==> config.mk <==
export PLATFORM = sky130hd
export DESIGN_NAME = addsub_rr_sched
export DESIGN_NICKNAME = d
export VERILOG_FILES = /design/src/rtl/addsub_rr_sched.sv
export SDC_FILE = /design/constraint.sdc
export NUM_CORES = 1
export LEC_CHECK = 0
export CAP_MARGIN = 20
export CELL_PAD_IN_SITES_DETAIL_PLACEMENT = 1
export CELL_PAD_IN_SITES_GLOBAL_PLACEMENT = 1
export CORE_ASPECT_RATIO = 1.4
export CORE_MARGIN = 2
export CORE_UTILIZATION = 25
export DETAILED_ROUTE_END_ITERATION = 8
export PLACE_DENSITY = 0.83
export RECOVER_POWER = 100
export SYNTH_ARGS = -nofsm -noshare
export SYNTH_HDL_FRONTEND = slang
export SYNTH_SLANG_ARGS = --single-unit
==> constraint.sdc <==
create_clock -name clk -period 6.2 [get_ports clk]
set_clock_uncertainty 0.2 [all_clocks]
set_input_delay 1.24 -clock clk [delete_from_list [all_inputs] [get_ports clk]]
set_output_delay 1.24 -clock clk [all_outputs]
set_load 0.02 [all_outputs]
==> src/rtl/addsub_rr_sched.sv <==
// addsub_rr_sched: round-robin arbiter sharing one registered BF16/INT8 add
// unit among NUM_REQ requesters. Winning operands are registered into the
// adder, each issue carries a requester tag plus the sampled overflow, and
// results are routed back as one-hot response strobes. A RUN/DRAIN/HALTED
// FSM lets upstream control quiesce the adder.
// Optional feature macro: ADDSUB_SUB_EN (honour req_sub by negating operand B).
module addsub_rr_sched #(
   parameter int NUM_REQ   = 4,
   parameter int ADDER_LAT = 1
) (
   input  logic                    clk,
   input  logic                    rst,
   input  logic [NUM_REQ-1:0]      req_vld,
   output logic [NUM_REQ-1:0]      req_rdy,
   input  logic [16*NUM_REQ-1:0]   req_a,
   input  logic [16*NUM_REQ-1:0]   req_b,
   input  logic [NUM_REQ-1:0]      req_int8,
   input  logic [NUM_REQ-1:0]      req_sub,
   output logic [15:0]             adder_a,
   output logic [15:0]             adder_b,
   output logic                    adder_int8,
   output logic                    adder_vld,
   input  logic [15:0]             adder_res,
   input  logic                    adder_res_vld,
   input  logic                    adder_ovf,
   input  logic                    halt,
   output logic                    halted,
   output logic [NUM_REQ-1:0]      rsp_vld,
   output logic [15:0]             rsp_res,
   output logic                    rsp_ovf
);

   localparam int unsigned N     = NUM_REQ;
   localparam int unsigned LAT   = ADDER_LAT;
   localparam int unsigned LAST  = ADDER_LAT - 1;
   localparam int unsigned PTR_W = $clog2(NUM_REQ);
   localparam int unsigned CNT_W = $clog2(ADDER_LAT + 3);

   typedef enum logic [1:0] {
      ST_RUN    = 2'd0,
      ST_DRAIN  = 2'd1,
      ST_HALTED = 2'd2
   } state_t;

   state_t             state;
   logic [PTR_W-1:0]   ptr;
   logic [PTR_W-1:0]   cand;
   logic [PTR_W-1:0]   grant_idx;
   logic [PTR_W-1:0]   ptr_inc;
   logic               grant_any;
   logic [15:0]        sel_a;
   logic [15:0]        sel_b;
   logic [15:0]        b_eff;
   logic               sel_int8;
   logic [PTR_W-1:0]   issue_tag;
   logic [LAT-1:0]     tag_vld;
   logic [LAT-1:0]     tag_ovf;
   logic [PTR_W-1:0]   tag_idx [LAT];
   logic [CNT_W-1:0]   cnt;
   logic [CNT_W-1:0]   cnt_nxt;
   logic               rsp_any;

   // Round-robin search from ptr upward with wrap; grants only in RUN
   always_comb begin
      req_rdy   = '0;
      grant_idx = '0;
      grant_any = 1'b0;
      cand      = '0;
      if (state == ST_RUN) begin
         for (int unsigned k = 0; k < N; k++) begin
            cand = PTR_W'((32'(ptr) + k) % N);
            if (!grant_any && req_vld[cand]) begin
               grant_any = 1'b1;
               grant_idx = cand;
            end
         end
         if (grant_any) req_rdy[grant_idx] = 1'b1;
      end
   end

   // Select the winning requester's operands
   always_comb begin
      sel_a    = '0;
      sel_b    = '0;
      sel_int8 = 1'b0;
      for (int unsigned k = 0; k < N; k++) begin
         if (grant_idx == PTR_W'(k)) begin
            sel_a    = req_a[16*k +: 16];
            sel_b    = req_b[16*k +: 16];
            sel_int8 = req_int8[k];
         end
      end
   end

`ifdef ADDSUB_SUB_EN
   logic sel_sub;

   // Operand B negation for subtract requests (INT8 -128 saturates to +127)
   always_comb begin
      sel_sub = 1'b0;
      for (int unsigned k = 0; k < N; k++) begin
         if (grant_idx == PTR_W'(k)) sel_sub = req_sub[k];
      end
      b_eff = sel_b;
      if (sel_sub) begin
         if (sel_int8) begin
            if (sel_b[7:0] == 8'h80) b_eff = 16'h007F;
            else                     b_eff = {8'h00, 8'(~sel_b[7:0] + 8'd1)};
         end else begin
            b_eff = {~sel_b[15], sel_b[14:0]};
         end
      end
   end
`else
   logic unused_sub;
   assign unused_sub = ^req_sub;

   // Subtract disabled: operand B passes unchanged
   always_comb begin
      b_eff = sel_b;
   end
`endif

   assign ptr_inc = (grant_idx == PTR_W'(N - 1)) ? '0 : grant_idx + 1'b1;
   assign rsp_any = |rsp_vld;

   // In-flight count: +1 on acceptance, -1 on response
   always_comb begin
      cnt_nxt = cnt;
      if (grant_any && !rsp_any)      cnt_nxt = cnt + 1'b1;
      else if (!grant_any && rsp_any) cnt_nxt = cnt - 1'b1;
   end

   // Issue register: load operands and strobe the adder the cycle after acceptance
   always_ff @(posedge clk) begin
      if (rst) begin
         adder_a    <= '0;
         adder_b    <= '0;
         adder_int8 <= 1'b0;
         adder_vld  <= 1'b0;
         issue_tag  <= '0;
      end else begin
         adder_vld <= grant_any;
         if (grant_any) begin
            adder_a    <= sel_a;
            adder_b    <= b_eff;
            adder_int8 <= sel_int8;
            issue_tag  <= grant_idx;
         end
      end
   end

   // Tag/overflow shift register aligned with the adder's result latency
   always_ff @(posedge clk) begin
      if (rst) begin
         tag_vld <= '0;
         tag_ovf <= '0;
         for (int unsigned s = 0; s < LAT; s++) tag_idx[s] <= '0;
      end else begin
         tag_vld[0] <= adder_vld;
         tag_ovf[0] <= adder_ovf;
         tag_idx[0] <= issue_tag;
         for (int unsigned s = 1; s < LAT; s++) begin
            tag_vld[s] <= tag_vld[s-1];
            tag_ovf[s] <= tag_ovf[s-1];
            tag_idx[s] <= tag_idx[s-1];
         end
      end
   end

   // Route the registered result back to the tagged requester
   always_ff @(posedge clk) begin
      if (rst) begin
         rsp_vld <= '0;
         rsp_res <= '0;
         rsp_ovf <= 1'b0;
      end else begin
         rsp_vld <= '0;
         if (adder_res_vld && tag_vld[LAST]) begin
            rsp_vld[tag_idx[LAST]] <= 1'b1;
            rsp_res                <= adder_res;
            rsp_ovf                <= tag_ovf[LAST];
         end
      end
   end

   // Pointer and in-flight bookkeeping
   always_ff @(posedge clk) begin
      if (rst) begin
         ptr <= '0;
         cnt <= '0;
      end else begin
         if (grant_any) ptr <= ptr_inc;
         cnt <= cnt_nxt;
      end
   end

   // Halt/drain FSM; uses the next count so halted rises right after the last response
   always_ff @(posedge clk) begin
      if (rst) begin
         state  <= ST_RUN;
         halted <= 1'b0;
      end else begin
         case (state)
            ST_RUN: begin
               halted <= 1'b0;
               if (halt) state <= ST_DRAIN;
            end
            ST_DRAIN: begin
               if (!halt) begin
                  state  <= ST_RUN;
                  halted <= 1'b0;
               end else if (cnt_nxt == '0) begin
                  state  <= ST_HALTED;
                  halted <= 1'b1;
               end
            end
            ST_HALTED: begin
               if (!halt) begin
                  state  <= ST_RUN;
                  halted <= 1'b0;
               end
            end
            default: begin
               state  <= ST_RUN;
               halted <= 1'b0;
            end
         endcase
      end
   end

endmodule
After elaboration in Yosys (flattened, before gate mapping)
Memory sizes are Yosys's and may differ from the RTL's.
Cells that the tools add are included.
{"block": "totals", "memories": 1, "out_inout_bits": 60, "mem_bits_rw": 2, "input_bits": 161, "ff_bits": 66, "word_cells": 117}
{"name": "tag_idx", "words": 1, "word_bits": 2, "rd": 1, "rd_ports_with_merged_regs": 0, "write_ports": 1, "line": "58", "source": "logic [PTR_W-1:0] tag_idx [LAT];"}
{"block": "classes", "n_bitwise": 1, "n_lt_le_gt_ge": 8, "muxes": 58, "add_sub_neg": 6, "eq_ne": 8, "n_reduce_logical": 21}
{"op": "two-way mux 16 bit", "n": 8}
{"op": "two-way mux 2 bit", "n": 14}
{"op": "two-way mux 1 bit", "n": 26}
{"op": "less-than comparator 2 x 3 -> 1 bit (second input constant)", "n": 6}
{"op": "binary-select mux 1 bit (select 2 bit)", "n": 4}
{"op": "logical AND 1 bit", "n": 8}
{"op": "two-way mux 4 bit", "n": 2}
{"op": "adder 2 x 1 -> 2 bit (second input constant)", "n": 3}
{"op": "== test 2 bit (second input constant)", "n": 3}
{"op": "logical NOT 2 bit", "n": 3}
{"op": "one-hot mux 2 bit (3 select lines)", "n": 1}
{"op": "logical NOT 1 bit", "n": 5}
{"op": "adder 2 bit (second input constant)", "n": 2}
{"op": "demux 1 bit (select 2 bit)", "n": 2}
{"op": "== test 2 x 1 -> 1 bit (second input constant)", "n": 2}
{"op": ">= comparator 2 x 1 -> 1 bit (second input constant)", "n": 2}
{"op": "inequality test 2 bit (second input constant)", "n": 2}
{"op": "OR reduction 2 bit", "n": 2}
{"op": "OR reduction 4 bit", "n": 1}
{"op": "inequality test 3 bit (second input constant)", "n": 1}
{"op": "AND reduction 3 bit", "n": 1}
{"op": "one-hot mux 1 bit (2 select lines)", "n": 1}
{"op": "AND reduction 2 bit", "n": 1}
{"op": "subtractor 2 x 1 -> 2 bit (second input constant)", "n": 1}
{"op": "NOT 1 bit", "n": 1}

Logic depth before layout (Yosys ltp)
Gate-level depths: netlist of run 1.
{"block": "logic_depth", "ltp_word": 25, "mapped_depth": 12, "mapped_depth_nobuf": 9}

Worst setup path before layout of run 1
OpenSTA, ideal clock, no wires.
{"block": "synth_timing", "path_kind": "input -> output", "startpoint": "in req_vld[1]", "endpoint": "out req_rdy[0]", "setup_slack_ns": 2.527, "n_path_buf": 1, "arrival_ns": 2.233, "required_ns": 4.760, "path_stages": 4, "cell_sequence": "nor4_4 or2b_4 buf_2 nor3b_1"}
{"block": "synth_via", "elab_chain_cells": 22, "word_cells_on_any_way": 34, "cone_classes": "2 x order compare; 25 x mux; 7 x reduce/logical"}
{"item": "start, declared", "line": "13", "source": "input logic [NUM_REQ-1:0] req_vld,"}
{"item": "binary-select mux 1 bit (select 2 bit)", "line": "72", "source": "if (!grant_any && req_vld[cand]) begin"}
{"item": "two-way mux 1 bit (implied by the code)", "line": "72"}
{"item": "two-way mux 1 bit", "line": "72"}
{"item": "two-way mux 1 bit", "line": "69", "source": "if (state == ST_RUN) begin"}
{"item": "logical NOT 1 bit", "line": "72"}
{"item": "logical AND 1 bit", "line": "72"}
{"item": "two-way mux 1 bit", "line": "72"}
{"item": "two-way mux 1 bit", "line": "69"}
{"item": "[... 6 more ...]"}
{"item": "two-way mux 2 bit", "line": "72"}
{"item": "two-way mux 2 bit", "line": "69"}
{"item": "less-than comparator 2 x 3 -> 1 bit (implied by the code) or >= comparator 2 x 1 -> 1 bit (tied branches)", "line": "77", "source": "if (grant_any) req_rdy[grant_idx] = 1'b1;"}
{"item": "logical AND 1 bit (implied by the code)", "line": "77"}
{"item": "two-way mux 1 bit (implied by the code)", "line": "77"}
{"item": "demux 1 bit (select 2 bit)", "line": "77"}
{"item": "two-way mux 4 bit *", "line": "77"}
{"item": "two-way mux 4 bit *", "line": "69"}
{"item": "end, declared", "line": "14", "source": "output logic [NUM_REQ-1:0] req_rdy,"}
Every way passes the cells marked *; elsewhere a longest branch is shown, timed or not. The select of a mux whose other input is x is not followed.

Worst setup path after layout of run 1
{"block": "layout_timing", "startpoint": "in req_vld[0]", "endpoint": "out req_rdy[1]"}
Same word-level chain as after synthesis.

==> results_dict.tcl, run 1 <==
set metrics [dict create \
    status "finished with violations" \
    violations "max-capacitance violations, max-slew violations" \
    synth_area_leaders "dfxtp_1, a221o_1, a21oi_1" \
    first_iter_violations 81 \
    cts_inserted_buffers 9 \
    ys_types 43 \
    power_density_nw_per_um2 286 \
    timing.max_cap.violations 1 \
    p_sw_uw 540 \
    ctsResizeCount 0 \
    drcViolationCount 0 \
    synth_top_area_cell "dfxtp_1" \
    syn_inst 427 \
    cts_num_sinks 68 \
    ys_ff_latch 68 \
    syn_area_um2 3530 \
    clk_pin_slew_ns 0.05 \
    critPathKind "primary input to output pin" \
    reg2reg_depth 9 \
    ys_warn_count 0 \
    grt_pass1_wl_um 21700 \
    min_to "rsp_ovf" \
    synth_edf_count 0 \
    regArea_um2 1360 \
    rsz0062_at_grt "false" \
    worst_pin_slew_ns 3.05 \
    viasPerCell 5.01 \
    setup-violations-final 0 \
    fin_crit_sh_pct 79.6 \
    synth_seq_area_share_pct 38.5 \
    wl_per_cell_um 16.7 \
    synth_top_family_by_area "compound AO/OA/AOI/OAI gates" \
    nFillCells 1648 \
    finalHoldViolCount 0 \
    worstHoldPathType "register to register" \
    multi_input_area_um2 1810 \
    crit_arrival_ns 3.49 \
    final_nets 786 \
    combPwrFrac_pct 36.1 \
    slew_headroom_pct -104 \
    synthXorXnorAreaFrac_pct 0.496 \
    p_int_mw 1.20 \
    grt_max_degree 68 \
    num_vias 4067 \
    gpl.final_weighted_congestion 0.763 \
    required_ns 4.76 \
    path_max_fanout 5 \
    synth_flop_cell "dfxtp_1" \
    leakage_nw 2.48 \
    coreArea_um2 13800 \
    clockPowerShare_pct 33.6 \
    clock_latency_ns 0.33 \
    r2r-end "adder_a[12]" \
    synth_compound_area_share_pct 29.3 \
    async_reset_ff_share_pct 0 \
    hpwl_um 10100 \
    finalMaxSlewViolations 68 \
    dieArea_um2 15100 \
    synth_top_area_share_pct 38.5 \
    die_w_um 104 \
    h-tree-depth 3 \
    drtAntennaViolNets 0 \
    min_from "tag_ovf" \
    cts_hold_buffers 0 \
    fin_tns_setup_ns 0 \
    start_util_pct 25.5 \
    cts_tree "done" \
    grt-ovfl-total 0 \
    root_buffer "clkbuf_16" \
    track_usage_pct 18.1 \
    synthTopCellsByCount "dfxtp_1, a21oi_1, nand2_1, nor2_1, inv_1" \
    yosysMostFrequentCell "dfxtp_1" \
    first_global_vias 4397 \
    synth.area.mux_share_pct 0.921 \
    portBuffers 216 \
    min_period_ns 4.93 \
    end_kind "output pin" \
    ir_worst_vdd_mv 0.108 \
    diodes 0 \
    power_frac_seq_pct 30.3 \
    drive_above_1_share_pct 6.07 \
    crit-reg2reg-launch "ptr[1]" \
    ff2ff_setup_slack_ns 2.63 \
    pin_count 221 \
    row_count 51 \
    startpoint_type "primary input" \
    fmax_ghz 0.203 \
    syn2layout_area_growth_pct 72.1 \
    ctsLongestPathBuffers 2 \
    drt-total-wl_um 13500 \
    whs_path_depth 2 \
    whs_ns 0.234 \
    antenna_found_initial 0 \
    syn_nets 592 \
    swShare_pct 31.1 \
    drt_pass1_iterations 4 \
    die_h_um 145 \
    yosys.area_share.adder_pct 1.42 \
    cts_setup_buffers 0 \
    synthSimpleGateAreaFrac_pct 19.4 \
    synth.avg_cell_area_um2 8.27 \
]
==> area by class of cell <==
type                    count  area share (%)
clock inverters             6            1.85
repair buffers            223            36.2
well taps                 185            3.81
flip-flops and latches     68            22.4
multi-input cells         283            29.7
inverters                  36            2.22
clock buffers              10            3.77
==> registers in the layout, indices dropped and copies added, names as in the netlist <==
name	flops
adder_b	16
tag_ovf	1
state	2
tag_vld	1
issue_tag	2
rsp_res	16
cnt	2
adder_int8	1
adder_vld	1
rsp_vld	4
halted	1
ptr	2
tag_idx	2
adder_a	16
rsp_ovf	1
==> layer usage <==
metal / track usage [%] / part of all wire, % / routed length, um / vias to the layer above
li1: - / - / - / 1930
met1: 18.2 / 36 / 4890 / 1943
met2: 34.1 / 54 / 7310 / 165
met3: 4.96 / 6.2 / 843 / 29
met4: 9.03 / 3.4 / 459 / 0
met5: 0 / 0 / 0 / -
==> power by group through the flow <==
stage | clock (mW) | combinational, mW | sequential [mW]
final | 0.584 | 0.627 | 0.527
after detailed placement | 0 | 0.659 | 0.539
after CTS | 0.599 | 0.661 | 0.530
after global placement | 0 | 0.640 | 0.534
after floorplan | 0 | 0.328 | 0.591
after global routing | 0.618 | 0.689 | 0.535
==> layout by cell type (no fill, tap or decap), drive strengths merged, types with 2 or more instances in the layout <==
master,count
buf,6
o21ai,3
ha,4
dfxtp,68
a221o,32
clkinv,3
nor2b,9
mux2,2
nor2,41
nand2,42
inv,36
nor3,34
clkbuf,12
dlygate4sd3,61
nand2b,2
nor4,3
bufinv,3
nor4b,2
a221oi,33
and2,3
xnor2,2
a21oi,56
clkdlybuf4s50,154
==> kinds of logic (layout without fill, tap and decap cells) <==
kind of cell    count (synthesis)  after routing
compound gates                131            131
xor+xnor                        2              2
fa+ha+maj                       4              4
buf+inv                        76            275
flops                          68             68
mux                             3              3
simple gates                  143            143
==> how the worst max path moves through the flow <==
stage	startpoint	depth (start not counted)	to	slack (ns)
floorplan	req_vld[1]	4	req_rdy[0]	2.53
global placement	req_vld[0]	7	req_rdy[1]	1.44
detailed placement	req_vld[0]	7	req_rdy[1]	1.40
CTS	req_vld[0]	7	req_rdy[1]	1.39
global route	req_vld[0]	7	req_rdy[1]	1.13
finish	req_vld[0]	7	req_rdy[1]	1.27
==> per-stage QoR <==
step / setup slack, ns / utilization, % / power [mW] / std cells / area (um2)
6_report: 1.27 / 43.9 / 1.74 / 811 / 6080
3_5_place_dp: 1.40 / 41.7 / 1.20 / 795 / 5770
3_3_place_gp: 1.44 / 41.7 / 1.17 / 795 / 5770
4_1_cts: 1.39 / 44.1 / 1.79 / 811 / 6110
5_1_grt: 1.13 / 43.9 / 1.84 / 811 / 6080
2_1_floorplan: 2.53 / - / 0.919 / 427 / 3530
==> worst max-delay path, cell delays in order <==
cell	delay [ns]
dlygate4sd3_1	0.64
mux2_2	0.29
nand2_1	0.08
nand4_1	0.22
inv_1	0.20
and2_1	0.14
dlygate4sd3_1	0.68
(Power assumes the default switching activity.)
==> inputs of run 2 (changes only) <==
- clock period: 6.2 -> 4.9 ns (I/O delays scaled with it)
==> run 2 against run 1 <==
The run still ends with max-capacitance violations, max-slew violations left; non-clock buffer count is the same; via count shrank 1.5%; die area is the same; core utilization shrank 0.64 points; sequential cell count is the same; largest cell class unchanged.
==> results_dict.tcl, run 2 (same netlist as run 1, synthesis figures left out) <==
set metrics [dict create \
    status "finished with violations" \
    violations "max-capacitance violations, max-slew violations" \
    coreArea_um2 13800 \
    path_cells "dlygate4sd3_1 -> mux2_2 -> nand2_1 -> nand4_1 -> inv_1 -> and2_1 -> dlygate4sd3_1" \
    row_count 51 \
    place_area_um2 5780 \
    end_kind "output pin" \
    num_vias 4005 \
    critPathBufInv 3 \
    finalMaxSlewViolations 70 \
    fmax_ghz 0.226 \
    fin_tns_setup_ns 0 \
    track_usage_pct 17.8 \
    gpl.final_weighted_congestion 0.772 \
    pin_count 221 \
    grt_use_met1_pct 17.7 \
    worstHoldPathType "register to register" \
    final_cell_mix "clkdlybuf4s50_1, dfxtp_1, dlygate4sd3_1" \
    drt-total-wl_um 13400 \
    fin_area_um2 5990 \
    clk_pin_slew_ns 0.05 \
    clock_latency_ns 0.33 \
    die_h_um 145 \
    critPathKind "primary input to output pin" \
    drtAntennaViolNets 0 \
    reg2reg_depth 10 \
    grt_max_degree 67 \
    ctsResizeCount 0 \
    worst_pin_slew_ns 1.58 \
    whs_ns 0.232 \
    grt_pass1_wl_um 21400 \
    grt_busiest_layer "met2" \
    hpwl_um 10200 \
    met3_usage_pct 5.05 \
    required_ns 3.72 \
    power_density_nw_per_um2 341 \
    path_max_fanout 5 \
    fin_cells 811 \
    top_regs "adder_a (16), adder_b (16), rsp_res (16)" \
    ir_worst_vdd_mv 0.165 \
    timing.max_cap.violations 2 \
    startpoint_type "primary input" \
    h-tree-depth 3 \
    crit-reg2reg-launch "ptr[1]" \
    viasPerCell 4.94 \
    syn2layout_area_growth_pct 69.6 \
    first_global_vias 4312 \
    dieArea_um2 15100 \
    cts_inserted_buffers 9 \
    r2r-end "adder_b[3]" \
    drive_above_1_share_pct 5.27 \
    setup.worst_path.end "req_rdy[1]" \
    cp.depth 7 \
    cts_setup_buffers 0 \
    final_nets 786 \
    cts_tree "done" \
    slew_headroom_pct -5.19 \
    ctsLongestPathBuffers 2 \
    utilization_pct 43.3 \
    first_iter_violations 76 \
    grt-ovfl-total 0 \
    antenna_found_initial 0 \
    startpoint "req_vld[0]" \
    die_w_um 104 \
    portBuffers 216 \
    cts_num_sinks 68 \
    drcViolationCount 0 \
    nFillCells 1664 \
    min_period_ns 4.42 \
    ff2ff_setup_slack_ns 1.45 \
    cts_hold_buffers 0 \
    dp.cells 795 \
    finalHoldViolCount 0 \
    drt_pass1_iterations 4 \
    root_buffer "clkbuf_16" \
    diodes 0 \
    rsz0062_at_grt "false" \
    cp_common_cell "dlygate4sd3_1" \
    final_common_cell "clkdlybuf4s50_1" \
    whs_path_depth 2 \
    start_util_pct 25.5 \
    grtUsageMet2_pct 34.6 \
    wl_per_cell_um 16.6 \
    crit_path_max_incr_delay_ns 0.67 \
    leakage_nw 2.42 \
    slowest_stage "dlygate4sd3_1" \
    setup-violations-final 0 \
    crit_arrival_ns 3.24 \
    crit_family "buffers and inverters" \
    fin_crit_sh_pct 90.3 \
]
run 2: cell count changes in the layout (fill, tap and decap cells not counted):
cell        before  now
a221oi_1        25   31
a221oi_2         8    2
bufinv_16        3    0
clkinvlp_4       0    3
buf_4            5    3
buf_12           0    1
buf_2            1    0
clkbuf_2         1    2
clkinv_4         2    3
ha_1             3    2
ha_2             1    2
run 2: cell type report:
type / instances / area [um2] / share of cell area (%)
sequential: 68 / 1360 / 22.7
timing repair buffer: 223 / 2210 / 36.9
multi-input combinational: 283 / 1770 / 29.6
tap: 185 / 231 / 3.86
clock inverter: 7 / 53.8 / 0.898
inverter: 36 / 135 / 2.26
clock buffer: 9 / 225 / 3.76
run 2: worst min path at each step:
stage,from,end
2_1_floorplan,tag_ovf,rsp_ovf
3_3_place_gp,tag_ovf,rsp_ovf
3_5_place_dp,tag_ovf,rsp_ovf
4_1_cts,tag_ovf,rsp_ovf
5_1_grt,tag_ovf,rsp_ovf
6_report,tag_ovf,rsp_ovf
run 2: worst min-delay path, delay by kind of cell (launching register included):
family | cells | cell delay [ns]
DFF | 1 | 0.29
and+or+nand+nor | 1 | 0.04
AOI/OAI and AO/OA | 1 | 0.05
run 2: through the flow:
stage / power (mW) / setup slack (ns)
2_1_floorplan: 1.16 / 1.75
3_3_place_gp: 1.49 / 0.657
3_5_place_dp: 1.52 / 0.617
4_1_cts: 2.12 / 0.616
5_1_grt: 2.17 / 0.304
6_report: 2.04 / 0.476
run 2: power breakdown:
group	switching, mW	total, mW	internal (mW)
clock	0.249	0.592	0.343
combinational	0.399	0.783	0.384
sequential	0.0396	0.666	0.627
total	0.687	2.04	1.35
run 2: routing by layer:
layer  part of all wire, %  vias up
met4                   1.9        0
met3                   7.2       17
met1                    35     1907
met5                     0        -
met2                    56      153
li1                      -     1928
